==> src/rtl/vm_pkg.sv <==
// Shared types and constants for the vending-machine change path.
// Imported by the change arbiter and its hopper timer.
package vm_pkg;

   localparam int CNT_W = 3;
   localparam logic [CNT_W-1:0] MAX_COINS = 3'd4;

   typedef enum logic [1:0] {
      S_IDLE,
      S_REQ,
      S_RELEASE,
      S_JAM
   } arb_state_e;

   function automatic logic [CNT_W-1:0] sat_coins(
      input logic [CNT_W-1:0] c
   );
      return (c > MAX_COINS) ? MAX_COINS : c;
   endfunction

endpackage

==> src/rtl/hop_timer.sv <==
// Counts cycles spent waiting for a hopper acknowledge.
// expired is high in the TIMEOUT-th enabled cycle after start.
module hop_timer #(
   parameter int TIMEOUT = 15
) (
   input  logic clk,
   input  logic rst,
   input  logic start,
   input  logic enable,
   output logic expired
);

   localparam logic [7:0] LAST = 8'(TIMEOUT - 1);

   logic [7:0] cnt_q, cnt_d;

   always_ff @(posedge clk or posedge rst) begin
      if (rst) cnt_q <= '0;
      else     cnt_q <= cnt_d;
   end

   always_comb begin
      cnt_d = cnt_q;
      if (start)
         cnt_d = '0;
      else if (enable && !expired)
         cnt_d = cnt_q + 8'd1;
   end

   assign expired = enable && (cnt_q == LAST);

endmodule

==> src/rtl/change_arbiter.sv <==
// Shares one coin hopper between two vending units, round-robin,
// one coin per 4-phase req/ack handshake, with a sticky jam detector.
module change_arbiter
   import vm_pkg::*;
#(
   parameter int TIMEOUT = 15
) (
   input  logic             clk,
   input  logic             rst,
   input  logic [CNT_W-1:0] chg0,
   input  logic             ld0,
   input  logic [CNT_W-1:0] chg1,
   input  logic             ld1,
   input  logic             hop_ack,
   output logic             hop_req,
   output logic             hop_id,
   output logic             busy0,
   output logic             busy1,
   output logic             done0,
   output logic             done1,
   output logic             jam
);

   arb_state_e state_q, state_d;

   logic [CNT_W-1:0] cnt0_q, cnt0_d;
   logic [CNT_W-1:0] cnt1_q, cnt1_d;
   logic id_q, id_d;
   logic last_q, last_d;
   logic done0_q, done0_d;
   logic done1_q, done1_d;

   logic b0, b1, any_busy, gnt;
   logic acc0, acc1, rel_dec, dec0, dec1;
   logic cnt_g_one;
   logic tmr_start, tmr_en, tmr_exp;

   assign b0       = |cnt0_q;
   assign b1       = |cnt1_q;
   assign any_busy = b0 | b1;

   // On a tie the unit not served last wins.
   assign gnt = (b0 && b1) ? ~last_q : b1;

   assign acc0 = ld0 && !b0;
   assign acc1 = ld1 && !b1;

   assign rel_dec = (state_q == S_RELEASE) && !hop_ack;
   assign dec0    = rel_dec && !id_q;
   assign dec1    = rel_dec &&  id_q;

   assign cnt_g_one = id_q ? (cnt1_q == CNT_W'(1))
                           : (cnt0_q == CNT_W'(1));

   hop_timer #(
      .TIMEOUT (TIMEOUT)
   ) u_timer (
      .clk     (clk),
      .rst     (rst),
      .start   (tmr_start),
      .enable  (tmr_en),
      .expired (tmr_exp)
   );

   always_ff @(posedge clk or posedge rst) begin
      if (rst) state_q <= S_IDLE;
      else     state_q <= state_d;
   end

   always_comb begin
      state_d = state_q;
      unique case (state_q)
         S_IDLE: begin
            if (any_busy) state_d = S_REQ;
         end
         S_REQ: begin
            if (hop_ack)      state_d = S_RELEASE;
            else if (tmr_exp) state_d = S_JAM;
         end
         S_RELEASE: begin
            if (!hop_ack)
               state_d = cnt_g_one ? S_IDLE : S_REQ;
         end
         S_JAM: begin
            state_d = S_JAM;
         end
         default: state_d = S_IDLE;
      endcase
   end

   always_comb begin
      hop_req   = (state_q == S_REQ);
      jam       = (state_q == S_JAM);
      hop_id    = id_q;
      busy0     = b0;
      busy1     = b1;
      done0     = done0_q;
      done1     = done1_q;
      tmr_en    = (state_q == S_REQ);
      tmr_start = (state_d == S_REQ) && (state_q != S_REQ);
   end

   always_comb begin
      cnt0_d  = cnt0_q;
      cnt1_d  = cnt1_q;
      id_d    = id_q;
      last_d  = last_q;
      if (acc0)      cnt0_d = sat_coins(chg0);
      else if (dec0) cnt0_d = cnt0_q - CNT_W'(1);
      if (acc1)      cnt1_d = sat_coins(chg1);
      else if (dec1) cnt1_d = cnt1_q - CNT_W'(1);
      // A zero-coin load completes at once without touching the hopper.
      done0_d = (acc0 && (chg0 == '0)) ||
                (dec0 && (cnt0_q == CNT_W'(1)));
      done1_d = (acc1 && (chg1 == '0)) ||
                (dec1 && (cnt1_q == CNT_W'(1)));
      if ((state_q == S_IDLE) && any_busy) begin
         id_d   = gnt;
         last_d = gnt;
      end
   end

   always_ff @(posedge clk or posedge rst) begin
      if (rst) begin
         cnt0_q  <= '0;
         cnt1_q  <= '0;
         id_q    <= 1'b0;
         last_q  <= 1'b1;
         done0_q <= 1'b0;
         done1_q <= 1'b0;
      end else begin
         cnt0_q  <= cnt0_d;
         cnt1_q  <= cnt1_d;
         id_q    <= id_d;
         last_q  <= last_d;
         done0_q <= done0_d;
         done1_q <= done1_d;
      end
   end

endmodule

==> config.mk <==
export PLATFORM = sky130hd
export DESIGN_NAME = change_arbiter
export DESIGN_NICKNAME = d
export VERILOG_FILES = /design/src/rtl/vm_pkg.sv /design/src/rtl/hop_timer.sv /design/src/rtl/change_arbiter.sv
export SDC_FILE = /design/constraint.sdc
export NUM_CORES = 1
export LEC_CHECK = 0
export CORE_ASPECT_RATIO = 2
export CORE_MARGIN = 2
export CORE_UTILIZATION = 45
export DETAILED_ROUTE_END_ITERATION = 12
export PLACE_DENSITY = 0.68
export SYNTH_ARGS = -nofsm -noshare
export SYNTH_HDL_FRONTEND = slang
export SYNTH_HIERARCHICAL = 1
export SYNTH_SLANG_ARGS = --single-unit
==> constraint.sdc <==
create_clock -name clk -period 2.8 [get_ports clk]
set_input_delay 0.7 -clock clk [delete_from_list [all_inputs] [get_ports clk]]
set_output_delay 0.7 -clock clk [all_outputs]
set_load 0.02 [all_outputs]
==> results of run 1 <==
[metrics by stage]
step	cell area, um2	power, uW	setup WS, ns	instances
final	1530	1240	0.237	177
after global routing	1530	1350	0.124	177
after CTS	1530	1250	0.107	177
after detailed placement	1480	1050	0.344	173
after global placement	1480	1020	0.386	173
after floorplan	1260	861	0.676	127
[power by group through the flow]
stage          registers (uW)  logic (uW)  clock network (uW)
2_1_floorplan             468         393                   0
3_3_place_gp              488         535                   0
3_5_place_dp              493         561                   0
4_1_cts                   490         564                 196
5_1_grt                   507         631                 210
6_report                  492         563                 190
[cell type report]
cell class              count  area, um2  share of cell area (%)
well taps                  29       36.3                    2.38
repair buffers             20        193                    12.6
flip-flops and latches     20        502                    32.8
inverters                  10       37.5                    2.46
clock buffers               4       45.0                    2.95
multi-input cells          94        714                    46.8
[registers in the layout, summed over array words and instances, names as in the netlist]
register,cells
done0,1
state_q,2
hop_id,1
last_q,1
done1,1
u_timer/cnt_q,8
cnt0_q,3
cnt1_q,3
[Yosys cell counts (3+ instances only)]
master	n
a21oi_1	13
ha_1	8
dfrtp_1	19
nor2b_1	7
mux2_2	4
nand2_1	9
nor2_1	7
inv_1	10
o21ai_0	3
a311o_1	3
[routing by layer]
layer | vias to the layer above | part of all wire (%) | track usage (%)
met5 | - | 0 | 0
met4 | 0 | 2.0 | 7.74
met3 | 6 | 2.5 | 2.05
met2 | 23 | 58 | 36.6
met1 | 486 | 37 | 19.4
li1 | 496 | - | -
[worst min path at each step]
stage / slack, ns / startpoint / depth (start not counted) / endpoint
6_report: 0.51 / last_q$_DFFE_PP1P_ / 2 / last_q$_DFFE_PP1P_
5_1_grt: 0.56 / last_q$_DFFE_PP1P_ / 2 / last_q$_DFFE_PP1P_
4_1_cts: 0.51 / last_q$_DFFE_PP1P_ / 2 / last_q$_DFFE_PP1P_
3_5_place_dp: 0.50 / last_q$_DFFE_PP1P_ / 2 / last_q$_DFFE_PP1P_
3_3_place_gp: 0.50 / last_q$_DFFE_PP1P_ / 2 / last_q$_DFFE_PP1P_
2_1_floorplan: 0.47 / last_q$_DFFE_PP1P_ / 2 / last_q$_DFFE_PP1P_
[logic make-up (layout without fill, tap and decap cells)]
family	count (synthesis)	in the layout	share of synthesized area (%)
simple gates	44	44	22.0
compound gates	32	32	17.5
flops	20	20	39.7
buf+inv	13	34	3.96
fa+ha+maj	8	8	7.92
mux	8	8	7.52
xor+xnor	2	2	1.39
[worst max-delay path, cell delays in order (launching register included)]
cell and delay [ns]:
dfrtp_1 0.38, inv_1 0.07, ha_1 0.22, nor2b_2 0.19, inv_1 0.13, clkdlybuf4s50_1 0.62
==> run_results.csv, run 1 <==
group,metric,value,unit
synth,synth_area_leaders,"dfrtp_1, ha_1, a21oi_1, mux2_2, nor2b_1",
setup_path,path_max_fanout,5,
routing,via_count,1011,
sta,hold_ws,0.514,ns
floorplan,die_h,78.9,um
sta,fin_crit,2.56,ns
final_layout,final_cell_mix,"dfrtp_1, clkdlybuf4s50_1, a21oi_1",
setup_path,endpoint,"busy0",
floorplan,die_x,41.5,um
synth,async_flop_share,100,%
pwr,power_density,815,mW/mm2
final_layout,drive_above_1_share,14.2,%
sta,hold_viol,0,
final_layout,num-fill-cells,265,
synth,yosysSeqAreaShare,39.7,%
clocking,tritoncts,"done",
routing,drcViolationCount,0,
pwr,comb_power_share,45.2,%
setup_path,crit_start,"cnt0_q[0]$_DFFE_PP0P_",
setup_path,crit_arrival,1.86,ns
floorplan,io_pins,18,
flow_run,drv_cap,0,
pwr,p_int,775,uW
routing,via_per_inst,5.71,
status,outcome,"complete, no violations",
setup_path,critPathKind,"reg2out",
sta,max_slew_margin,68.3,%
synth,synth-seq-cells,20,
grt,grt_usage,18.8,%
clocking,cts_root_buf,"clkbuf_8",
pwr,p_leak,0.000656,uW
sta,worst_pin_slew,0.475,ns
routing,postRouteAntennaNets,0,
routing,drt_iter0_markers,8,
grt,grt_max_degree,13,
clocking,post_cts_buffers,0,
pwr,clkPwrFrac,15.2,%
floorplan,dieArea,0.00327,mm2
placement,dp_hpwl,2170,um
pwr,peakVddDrop,423,uV
synth,synth_top_area_cell,"dfrtp_1",
floorplan,row_count,27,
synth,synth_nets,146,
clocking,htreeDepth,1,
clocking,ctsLongestPathBuffers,2,
setup_path,required,2.10,ns
synth,synth_top_area_share,37.6,%
final_layout,insertedDiodeCount,0,
final_layout,utilization,56.5,%
synth,ys.flop_type,"dfrtp_1",
sta,finalMaxSlewViolations,0,
final_layout,syn_to_final_growth,20.9,%
pwr,p_seq_share,39.5,%
sta,skew,0.00121,ns
placement,io_buffers,17,
clocking,postCtsHoldBufs,0,
floorplan,core,0.00270,mm2
clocking,clock-sinks,20,
synth,synth_cell_types,42,
routing,wl_per_cell,15.3,um
sta,tns,0,ns
synth,synth_warnings,6,
synth,syn_area_per_cell,9.95,um2
sta,period_share,91.5,%
setup_path,worst-r2r-setup-slack,0.80,ns
synth,synth_area,0.00126,mm2
clocking,numCtsBuffers,3,
setup_path,cp-start-kind,"flip-flop",
placement,routabilityCongestion,0.799,
min_path,hp-class,"reg2reg",
setup_path,r2r_start,"cnt0_q[1]$_DFFE_PP0P_",
grt,grt_pass1_wl,4820,um
clocking,clkTransAtPathRegs,0.07,ns
floorplan,start_util,46.8,%
routing,drt-pass1-iter-count,4,
pwr,p_sw_share,37.7,%
setup_path,reg2regPathDepth,8,
grt,overflow,0,
grt,antenna_found_initial,0,
sta,setup_viol,0,
pwr,power.switching,470,uW
setup_path,end_kind,"output port",
sta,clock.fmax,0.390,GHz
final_layout,final_common_cell,"dfrtp_1",
synth,synth_edf_count,0,
clocking,clock_latency,0.25,ns
clocking,cts_resized,0,
synth,syn_inst,127,
final_layout,nets,168,
sta,rsz0062_at_grt,"false",
routing,wl,2720,um
grt,grt_pass1_vias,1097,
setup_path,r2r-end,"u_timer/cnt_q[0]$_DFFE_PP0P_",
Note: power is estimated with default switching activity, not from simulation.
==> run 2, diff against run 1 <==
--- a/config.mk
+++ b/config.mk
@@ -9,6 +9,7 @@
 export CORE_MARGIN = 2
 export CORE_UTILIZATION = 45
 export DETAILED_ROUTE_END_ITERATION = 12
+export GPL_TIMING_DRIVEN = 0
 export PLACE_DENSITY = 0.68
 export SYNTH_ARGS = -nofsm -noshare
 export SYNTH_HDL_FRONTEND = slang
==> run_results.csv, run 2 (synthesis results as in run 1) <==
group,metric,value,unit
sta,setup_viol,0,
clocking,numCtsBuffers,3,
sta,rsz0062_at_grt,"false",
routing,via_per_inst,5.75,
setup_path,worst-r2r-setup-slack,0.35,ns
sta,skew,0.00306,ns
routing,drcViolationCount,0,
final_layout,final_cell_mix,"dfrtp_1, clkdlybuf4s50_1, a21oi_1",
floorplan,dieArea,0.00327,mm2
pwr,p_leak,0.000645,uW
final_layout,syn_to_final_growth,19.8,%
floorplan,row_count,27,
setup_path,cp-start-kind,"flip-flop",
routing,wl_per_cell,14.9,um
setup_path,slowest_stage,"clkdlybuf4s50_1",
clocking,ctsLongestPathBuffers,2,
floorplan,die_h,78.9,um
final_layout,multi_input_area,714,um2
final_layout,final_common_cell,"dfrtp_1",
sta,finalMaxSlewViolations,0,
placement,routabilityCongestion,0.772,
clocking,cts_root_buf,"clkbuf_8",
sta,hold_viol,0,
clocking,clkTransAtPathRegs,0.07,ns
setup_path,r2r-end,"u_timer/cnt_q[1]$_DFFE_PP0P_",
final_layout,fin_cells,176,
floorplan,die_x,41.5,um
sta,fin_crit,2.66,ns
flow_run,drv_cap,0,
routing,drt-pass1-iter-count,4,
routing,via_count,1012,
final_layout,insertedDiodeCount,0,
setup_path,r2r_start,"cnt0_q[0]$_DFFE_PP0P_",
setup_path,crit_arrival,1.96,ns
routing,wl,2620,um
clocking,tritoncts,"done",
routing,postRouteAntennaNets,0,
sta,period_share,95.0,%
min_path,holdCritStartpoint,"last_q$_DFFE_PP1P_",
setup_path,end_kind,"output port",
final_layout,top_regs,"u_timer/cnt_q x8, cnt0_q x3, cnt1_q x3",
final_layout,num-fill-cells,262,
floorplan,io_pins,18,
sta,clock.fmax,0.376,GHz
placement,dp_cells,173,
clocking,htreeDepth,1,
clocking,postCtsHoldBufs,0,
pwr,power_density,805,mW/mm2
final_layout,seq_area,502,um2
sta,hold_ws,0.509,ns
final_layout,largest-register,"u_timer/cnt_q",
final_layout,drive_above_1_share,12.9,%
sta,max_slew_margin,67.7,%
placement,pre_cts_ws,-0.133,ns
sta,worst_pin_slew,0.484,ns
placement,io_buffers,17,
floorplan,core,0.00270,mm2
setup_path,required,2.10,ns
routing,drt_iter0_markers,22,
sta,setup_ws,0.139,ns
min_path,min_path_cells,2,
min_path,holdPathEnd,"last_q$_DFFE_PP1P_",
setup_path,critPathKind,"reg2out",
setup_path,path_max_fanout,5,
min_path,hp-class,"reg2reg",
setup_path,reg2regPathDepth,7,
final_layout,nets,167,
grt,grt_max_degree,13,
pwr,peakVddDrop,476,uV
clocking,clock_latency,0.25,ns
final_layout,utilization,56.0,%
grt,grt_pass1_vias,1161,
grt,grt_pass1_wl,4730,um
clocking,clock-sinks,20,
setup_path,timing.critical_path.mode_cell,"inv_1",
floorplan,start_util,46.8,%
status,outcome,"complete, no violations",
grt,antenna_found_initial,0,
final_layout,largest_reg_flops,8,
grt,grt_usage,18.0,%
setup_path,critical-path-max-stage-delay,0.57,ns
placement,dp_hpwl,2160,um
grt,overflow,0,
setup_path,cp_cell_sequence,"inv_1, ha_1, nor2b_1, inv_1, clkdlybuf4s50_1",
-- run 2: changes by cell type in the layout (fill, tap and decap cells not counted) --
cell      change
buf_4         -3
buf_2         +1
clkbuf_1      +1
-- run 2: timing repair --
item / in CTS / in global routing
endpoints found under the setup margin: 1 / 1
resized for setup: 1 / 0
buffers inserted: 0 / 0
-- run 2: routing by layer --
metal / vias up / wire length (um) / track usage (%)
met1: 496 / 912 / 17.2
met2: 18 / 1630 / 38.1
met5: - / 0 / 0
li1: 496 / - / -
met4: 0 / 21 / 4.84
met3: 2 / 57 / 1.82
-- run 2: stage by stage --
step	power, uW	area, um2	TNS [ns]
2_1_floorplan	861	1260	0
5_1_grt	1320	1510	0
3_3_place_gp	1020	1470	-0.268
6_report	1220	1510	0
3_5_place_dp	1040	1470	-0.451
4_1_cts	1240	1520	0
-- run 2: where the power goes --
| part | total, uW | leakage [uW] | internal [uW] | switching, uW |
|---|---|---|---|---|
| combinational | 543 | 0.000379 | 277 | 266 |
| clock | 188 | 0.0000228 | 101 | 87.1 |
| sequential | 487 | 0.000244 | 383 | 104 |
| total | 1220 | 0.000645 | 761 | 457 |
-- run 2: final cells by class --
cell class | instances | area share, %
clock buffer | 4 | 2.98
inverter | 10 | 2.48
multi-input combinational | 94 | 47.2
timing repair buffer | 17 | 11.2
sequential | 20 | 33.1
buffer | 2 | 0.579
tap | 29 | 2.40
-- run 2: worst max path at each step --
stage,end,from
global placement,u_timer/cnt_q[3]$_DFFE_PP0P_,hop_ack
floorplan,u_timer/cnt_q[1]$_DFFE_PP0P_,cnt0_q[0]$_DFFE_PP0P_
global route,busy0,cnt0_q[1]$_DFFE_PP0P_
CTS,hop_req,state_q[0]$_DFF_PP0_
detailed placement,u_timer/cnt_q[1]$_DFFE_PP0P_,hop_ack
finish,busy0,cnt0_q[0]$_DFFE_PP0P_
-- run 2: critical path, delay by kind of cell (launching register included) --
family | cells | cell delay (ns)
adder cells (fa/ha/maj) | 1 | 0.17
buffers and inverters | 3 | 0.83
flip-flops | 1 | 0.41
AND/OR/NAND/NOR | 1 | 0.29
